**src/rtl/xibus_target.sv**
```systemverilog
// XiBus target: decodes a multiplexed address cycle, runs one request/acknowledge
// transaction on the local register bus and terminates the bus cycle with ready.
module xibus_target #(
    parameter logic [31:0] BASE    = 32'h0000_0000,
    parameter logic [31:0] MASK    = 32'hFFFF_0000,
    parameter int unsigned TIMEOUT = 16
) (
    input  logic        clk,
    input  logic        rstn,
    input  logic        mst_adrcyn,
    input  logic [31:0] bus_ad_i,
    input  logic        bus_tm1n,
    input  logic        bus_tm0n,
    output logic [31:0] slv_ad_o,
    output logic        slv_ad_oe,
    output logic        slv_rdy_o,
    output logic        slv_err_o,
    output logic        loc_req,
    output logic        loc_we,
    output logic [3:0]  loc_be,
    output logic [31:0] loc_addr,
    output logic [31:0] loc_wdata,
    input  logic        loc_ack,
    input  logic [31:0] loc_rdata
);

    localparam int unsigned CW = $clog2(TIMEOUT + 1);

    typedef enum logic [1:0] {IDLE, WDATA, REQ, RESP} state_t;

    state_t        state;
    logic [CW-1:0] cnt;

    logic       dec_hit;
    logic       dec_legal;
    logic       dec_we;
    logic [3:0] dec_be;

    // Transfer-mode / lane-code decode of the current address cycle
    always_comb begin
        dec_hit   = ((bus_ad_i & MASK) == BASE);
        dec_legal = 1'b0;
        dec_we    = 1'b0;
        dec_be    = 4'b0000;
        case ({bus_tm1n, bus_tm0n})
            2'b11: begin
                dec_legal = (bus_ad_i[1:0] == 2'b00);
                dec_be    = 4'b1111;
            end
            2'b00: begin
                dec_legal = 1'b1;
                dec_we    = 1'b1;
                dec_be    = 4'(4'b0001 << bus_ad_i[1:0]);
            end
            2'b01: begin
                dec_we = 1'b1;
                case (bus_ad_i[1:0])
                    2'b00:   begin dec_legal = 1'b1; dec_be = 4'b1111; end
                    2'b01:   begin dec_legal = 1'b1; dec_be = 4'b0011; end
                    2'b11:   begin dec_legal = 1'b1; dec_be = 4'b1100; end
                    default: begin dec_legal = 1'b0; dec_be = 4'b0000; end
                endcase
            end
            default: begin
                dec_legal = 1'b0;
                dec_we    = 1'b0;
                dec_be    = 4'b0000;
            end
        endcase
    end

    // Bus-cycle FSM with all outputs registered
    always_ff @(posedge clk) begin
        if (!rstn) begin
            state     <= IDLE;
            cnt       <= '0;
            slv_ad_o  <= '0;
            slv_ad_oe <= 1'b0;
            slv_rdy_o <= 1'b0;
            slv_err_o <= 1'b0;
            loc_req   <= 1'b0;
            loc_we    <= 1'b0;
            loc_be    <= '0;
            loc_addr  <= '0;
            loc_wdata <= '0;
        end else begin
            case (state)
                IDLE: begin
                    if (!mst_adrcyn && dec_hit) begin
                        if (!dec_legal) begin
                            slv_rdy_o <= 1'b1;
                            slv_err_o <= 1'b1;
                            slv_ad_oe <= 1'b0;
                            state     <= RESP;
                        end else begin
                            loc_addr <= {bus_ad_i[31:2], 2'b00};
                            loc_be   <= dec_be;
                            loc_we   <= dec_we;
                            if (dec_we) begin
                                state <= WDATA;
                            end else begin
                                loc_req <= 1'b1;
                                cnt     <= '0;
                                state   <= REQ;
                            end
                        end
                    end
                end
                WDATA: begin
                    loc_wdata <= bus_ad_i;
                    loc_we    <= 1'b1;
                    loc_req   <= 1'b1;
                    cnt       <= '0;
                    state     <= REQ;
                end
                REQ: begin
                    // Acknowledge takes priority over a timeout on the same edge
                    if (loc_ack) begin
                        loc_req   <= 1'b0;
                        if (!loc_we) begin
                            slv_ad_o <= loc_rdata;
                        end
                        slv_rdy_o <= 1'b1;
                        slv_err_o <= 1'b0;
                        slv_ad_oe <= !loc_we;
                        state     <= RESP;
                    end else if (cnt == CW'(TIMEOUT - 1)) begin
                        loc_req   <= 1'b0;
                        slv_rdy_o <= 1'b1;
                        slv_err_o <= 1'b1;
                        slv_ad_oe <= 1'b0;
                        state     <= RESP;
                    end else begin
                        cnt <= cnt + CW'(1);
                    end
                end
                RESP: begin
                    slv_rdy_o <= 1'b0;
                    slv_err_o <= 1'b0;
                    slv_ad_oe <= 1'b0;
                    state     <= IDLE;
                end
                default: state <= IDLE;
            endcase
        end
    end

endmodule

```
**config.mk**
```make
export PLATFORM = sky130hd
export DESIGN_NAME = xibus_target
export DESIGN_NICKNAME = d
export VERILOG_FILES = /design/src/rtl/xibus_target.sv
export SDC_FILE = /design/constraint.sdc
export NUM_CORES = 1
export LEC_CHECK = 0
export BUFFER_PORTS_ARGS = -buffer_cell sky130_fd_sc_hd__buf_2
export CORE_ASPECT_RATIO = 0.6
export CORE_MARGIN = 2
export CORE_UTILIZATION = 48
export CTS_CLUSTER_SIZE = 12
export DETAILED_ROUTE_END_ITERATION = 6
export HOLD_SLACK_MARGIN = 0.1
export PLACE_DENSITY = 0.89
export RECOVER_POWER = 100
export SETUP_SLACK_MARGIN = 0.4
export SLEW_MARGIN = 20
export SYNTH_ARGS = -nofsm -noshare
export SYNTH_HDL_FRONTEND = slang
export SYNTH_SLANG_ARGS = --single-unit
```
**constraint.sdc**
```tcl
create_clock -name clk -period 2.3 [get_ports clk]
set_input_delay 0 -clock clk [delete_from_list [all_inputs] [get_ports clk]]
set_output_delay 0 -clock clk [all_outputs]
set_load 0.005 [all_outputs]
```
Word-level counts from Yosys, hierarchy flattened
Index checks and enable logic that the tools add are counted.
{"block": "word_totals", "reg_bits": 110, "in_bits": 70, "out_inout_bits": 105, "wordCells": 85}
{"block": "classes", "addsub": 1, "n_eq_ne": 15, "n_shift": 1, "n_mux": 37, "bitwise_logic": 1, "reduce_logical": 19}
{"operator": "$logic_not A32 Y1", "n": 1}
{"operator": "$mux W5", "n": 5}
{"operator": "$pmux W4 S3", "n": 2}
{"operator": "$mux W1", "n": 17}
{"operator": "$pmux W1 S3", "n": 5}
{"operator": "$pmux W5 S3", "n": 1}
{"operator": "$ne A2 B2 Y1 const B", "n": 6}
{"operator": "$mux W2", "n": 5}
{"operator": "$reduce_and A3 Y1", "n": 3}
{"operator": "$eq A2 B2 Y1 const B", "n": 4}
{"operator": "$pmux W2 S4", "n": 1}
{"operator": "$eq A2 B1 Y1 const B", "n": 3}
{"operator": "$logic_not A2 Y1", "n": 3}
{"operator": "$reduce_and A6 Y1", "n": 1}
{"operator": "$reduce_bool A3 Y1", "n": 2}
{"operator": "$add A5 B1 Y5 const B", "n": 1}
{"operator": "$eq A5 B4 Y1 const B", "n": 1}
{"operator": "$reduce_and A5 Y1", "n": 1}
{"operator": "$reduce_and A4 Y1", "n": 1}
{"operator": "$shl A1 B2 Y4 const A", "n": 1}
{"operator": "$ne A3 B3 Y1 const B", "n": 1}
{"operator": "$reduce_or A3 Y1", "n": 1}
{"operator": "$logic_not A1 Y1", "n": 2}
{"operator": "$pmux W1 S2", "n": 1}
{"operator": "5 further kinds", "n": 5}

Depth between registers and ports, before layout
{"block": "logic_depth", "depth_word": 7, "depth_mapped": 9, "mapped_depth_nobuf": 7}

Worst setup path after synthesis
Ideal clock, no wire load.
{"block": "synth_path", "kind": "register to register", "start": "reg cnt[0]", "end": "reg cnt[3]", "setup_ns": 0.075, "arrival_ns": 1.729, "required_time_ns": 2.225, "slack_ns": 0.496, "path_stages_with_launch": 8, "path_buffers": 0, "synth_period_minus_slack_ns": 1.804, "cell_sequence": "dfxtp_1 ha_1 and3_1 ha_1 nor2_1 nand4_1 or3_1 o22ai_1"}
{"block": "synth_between", "elab_chain_cells": 4, "elab_cells_between_ends": 7, "classes_between": "add/sub (1); eq/ne (2); mux (3); reduce/logical (1)"}
{"item": "start, declared", "line": "32", "source": "logic [CW-1:0] cnt;"}
{"item": "start signal, assigned", "line": "134", "source": "cnt <= cnt + CW'(1);"}
{"item": "$add A5 B1 Y5", "line": "134"}
{"item": "$mux W5", "line": "127", "source": "end else if (cnt == CW'(TIMEOUT - 1)) begin"}
{"item": "$mux W5", "line": "118", "source": "if (loc_ack) begin"}
{"item": "$pmux W5 S3", "line": "87", "source": "case (state)"}
Parallel ways exist; a longest one is shown, timed or not. The select of a mux whose other input is x is not followed.
A chain may end at the register's enable or synchronous reset.

Worst setup path in the final report
{"block": "layout_path", "start": "reg state[0]", "end": "reg slv_ad_oe"}
{"block": "layout_between", "elab_chain_cells": 3, "elab_cells_between_ends": 9, "classes_between": "eq/ne (5); mux (1); reduce/logical (3)"}
{"item": "start, declared", "line": "31", "source": "state_t state;"}
{"item": "start signal, assigned", "line": "75", "source": "state <= IDLE;"}
{"item": "start signal, assigned", "line": "94", "source": "state <= RESP;"}
{"item": "start signal, assigned", "line": "100", "source": "state <= WDATA;"}
{"item": "$eq A2 B2 Y1 or $logic_not A2 Y1 (tied branches)", "line": "87"}
{"item": "$ne A3 B3 Y1 (no line) (tied with other cells)"}
{"item": "$reduce_and A4 Y1 (no line)"}
{"item": "end signal, assigned", "line": "125", "source": "slv_ad_oe <= !loc_we;"}
{"item": "end, declared", "line": "15", "source": "output logic slv_ad_oe,"}
Parallel ways exist; a longest one is shown, timed or not.

==> metrics list <==
- Result of the run: finished, final reports clean
* Distinct cells, synth: between 40 and 50
* Filler cell count in the final layout: 660
* Clock slew seen by the registers of the worst setup and hold paths: ~80 ps
- Total negative setup slack: 0 ps
- Setup crit start kind: register
- Leakage power total: between 2 and 2.5 nW
* #FFs+latches synth: 110
- The repair_antennas step left the layout with diodes totalling 0.
- Layout Skew: roughly 11 ps
* Number of port buffers: 172
* Util after Layout: 71.0%
- After detailed routing, the number of vias per cell comes to ~5.1.
- Once detailed placement completed, the half-perimeter wirelength came to 7.74 mm.
- Clock buffer count from CTS: 9
* Max Buffers Root-to-Sink: 2
- Netlist area before placement: about 0.0042 mm²
- Initial standard-cell utilization of the core: between 40% and 50%
* Reg2reg setup slack: 280 ps
* Area Overhead vs Synth: 43.4%
* YS warnings: 0
- Setup-failing EPs final: 0
* Final critical-path share of the clock period: between 80 and 90%
- The tool flagged a number of max-cap violations equal to 0.
* VDD IR-drop max: approximately 0.37 mV
* Clock latency at the later pin of the worst-skew pair: about 340 ps
* Measured slew at the worst slew-check pin: 640 ps
* Worst min path class: in2reg
* Horiz. Die Dim: about 130 µm
- Hold path depth: 3
- Post-detailed-route DRC marker count: 0
* Endpoint of the lowest-slack register-to-register path: slv_ad_oe
- The via count of the first global-routing pass was about 4100.
* Critical path capture point: slv_ad_oe
- After synthesis, the mean cell area works out to about 9 µm².
- Derived from the worst setup path, the maximum achievable clock frequency is ~0.50 GHz.
- Clk Tree Root Cell: clkbuf_16
- Power Density: about 590 mW/mm²
* Core area: approximately 0.0085 mm²
* Clock net sink count: 110
- Origin of the critical flop-to-flop path: state[0]
- Count of pins on the block boundary: about 180
- For this block, the via count after detailed routing is 4162.
* Post-detailed-route count of antenna-violating nets: 0
* Row count: 26
- Post-layout total power: 3.59 mW
- Of all nets on the critical path, the largest fanout is 6.
- CTS tree: built
- Max Slew Vio Count: 0
- Tightest slew margin relative to the limit: between 50% and 60%
- After the last flow step, the layout net total stands at between 700 and 800.
- DRC violation total after the first TritonRoute iteration: between 200 and 300
* Data arrival at the endpoint of the critical path: 2220 ps
- Fraction of final layout cells with drive strength greater than 1: between 20% and 30%
- Die Y-Extent: ~77 µm
- RSZ-0062 raised after global routing: true
* Die Area: roughly 0.0096 mm²
- WS Path Type: reg2reg
- For this block, the routed nets add up to around 13 mm of wire.
* Post-detailed-route wirelength per cell: approximately 16 µm
* Pre-Repair DR Iteration Count: 4
* R2R depth: 8
- Global-route congestion overflow total: 0
- Gate Count Post-Synth: 470
- Number of failing hold endpoints at the final stage: 0
- In this run the worst setup path begins at state[0].
* Number of flops mapped to enable cells by yosys: 0
* Most used flip-flop cell after synthesis: dfxtp_1
- Worst EP required: around 2500 ps
* Post-layout minimum cycle time: between 2000 and 2500 ps
* Post-synthesis sequential area ratio: between 50 and 60%
- Fraction of synthesis flops using an asynchronous set or reset pin: 0%
- Initial antenna violation count: 0
- Entering global routing, the biggest net connects 40 pins.
- First-pass GRT wire length: approximately 20 mm
- The worst setup path is captured at a register.
- In this run the number of H-tree levels came out at 3.
- GRT Util Overall: between 20% and 30%
- The congestion estimate from routability-driven global placement came to a little over 0.8.
## layout by cell type, fill, tap and decap left out, drive strengths merged
| cell | instances |
|---|---|
| nand2 | 108 |
| and2b | 1 |
| nor4 | 3 |
| nor3b | 1 |
| mux2i | 36 |
| clkbuf | 80 |
| nor2b | 2 |
| dfxtp | 110 |
| clkinvlp | 1 |
| a31oi | 1 |
| a211oi | 1 |
| inv | 12 |
| buf | 114 |
| o311ai | 1 |
| a21oi | 55 |
| or2 | 1 |
| o211ai | 2 |
| conb | 2 |
| or3 | 3 |
| nor2 | 44 |
| a31o | 1 |
| nand2b | 3 |
| a221oi | 1 |
| nand3 | 3 |
| and3 | 18 |
| o21ai | 6 |
| dlygate4sd3 | 67 |
| nand4 | 1 |
| o22ai | 4 |
| ha | 12 |
| o32a | 1 |
| o32ai | 2 |
| clkinv | 2 |
| nor3 | 5 |
| nand3b | 1 |
## worst min-delay path by stage
| stage | start | end | slack (ps) |
|---|---|---|---|
| 2_1_floorplan | loc_rdata[0] | slv_ad_o[0] | 140 |
| 3_3_place_gp | loc_rdata[1] | slv_ad_o[1] | 240 |
| 3_5_place_dp | loc_rdata[12] | slv_ad_o[12] | 250 |
| 4_1_cts | rstn | slv_ad_oe | 110 |
| 5_1_grt | rstn | cnt[3] | 160 |
| 6_report | rstn | slv_ad_oe | 130 |
## stage by stage
step	hold WS, ps	area (µm²)	worst slack [ps]	instances
after floorplan	136	4220	496	471
after global placement	240	5150	371	732
after detailed placement	246	5150	337	732
after CTS	109	6120	400	815
after global routing	158	6050	191	817
final	133	6050	280	817
## logic make-up after synthesis
family	share of synthesized area, %
other cells	0.0889
flops	52.2
compound gates	10.5
fa+ha+maj	3.56
mux	8.54
simple gates	20.6
buf+inv	4.54
## state kept, by name (all words and copies together) (netlist names)
name	cells
slv_err_o	1
slv_ad_oe	1
loc_we	1
loc_req	1
state	2
slv_ad_o	32
slv_rdy_o	1
loc_addr	30
loc_be	4
loc_wdata	32
cnt	5
## area by class of cell
class | instances | area, µm² | share of cell area [%]
inverter | 11 | 41.3 | 0.683
clock inverter | 4 | 30.0 | 0.496
sequential | 110 | 2200 | 36.4
timing repair buffer | 249 | 1530 | 25.3
multi-input combinational | 319 | 1860 | 30.7
tap | 112 | 140 | 2.32
clock buffer | 12 | 246 | 4.07
## power by group
part / leakage (nW) / internal (mW) / total [mW] / switching (mW)
logic: 1.45 / 0.132 / 0.237 / 0.104
clock network: 0.133 / 0.770 / 1.45 / 0.683
registers: 0.885 / 1.90 / 1.90 / 0.00000543
total: 2.47 / 2.81 / 3.59 / 0.787
## routing by layer
metal  vias up  track usage [%]  routed length [µm]
met5         -                0                   0
met4         0             9.00                 244
met3        25             8.29                1120
met2       213             44.5                5900
met1      1907             32.6                5420
li1       2017                -                   -
## Yosys cell counts (all sizes together) (5+ instances only)
master	number	area, µm²
nand2	108	408
dfxtp	110	2200
buf	13	82.6
nor3	5	36.3
clkbuf	18	67.6
mux2i	36	360
inv	11	41.3
nor2	44	165
and3	18	118
o21ai	6	33.8
ha	12	150
a21oi	55	275
## repair_timing
| action | in CTS | in global routing |
|---|---|---|
| setup buffers | 0 | 2 |
| hold buffers | 67 | 0 |
| hold endpoints to repair | 84 | 0 |
| resized for setup | 5 | 9 |
| endpoints found under the setup margin | 36 | 70 |
| pin swaps | 1 | 2 |
## critical path, stage by stage, from the launching register on
cell and delay, ps:
dfxtp_1 380, inv_1 100, ha_1 230, buf_4 170
inv_1 110, a31oi_1 90, a221oi_4 330, o311ai_1 270
mux2i_1 180
Note: power is estimated with default switching activity, not from simulation.
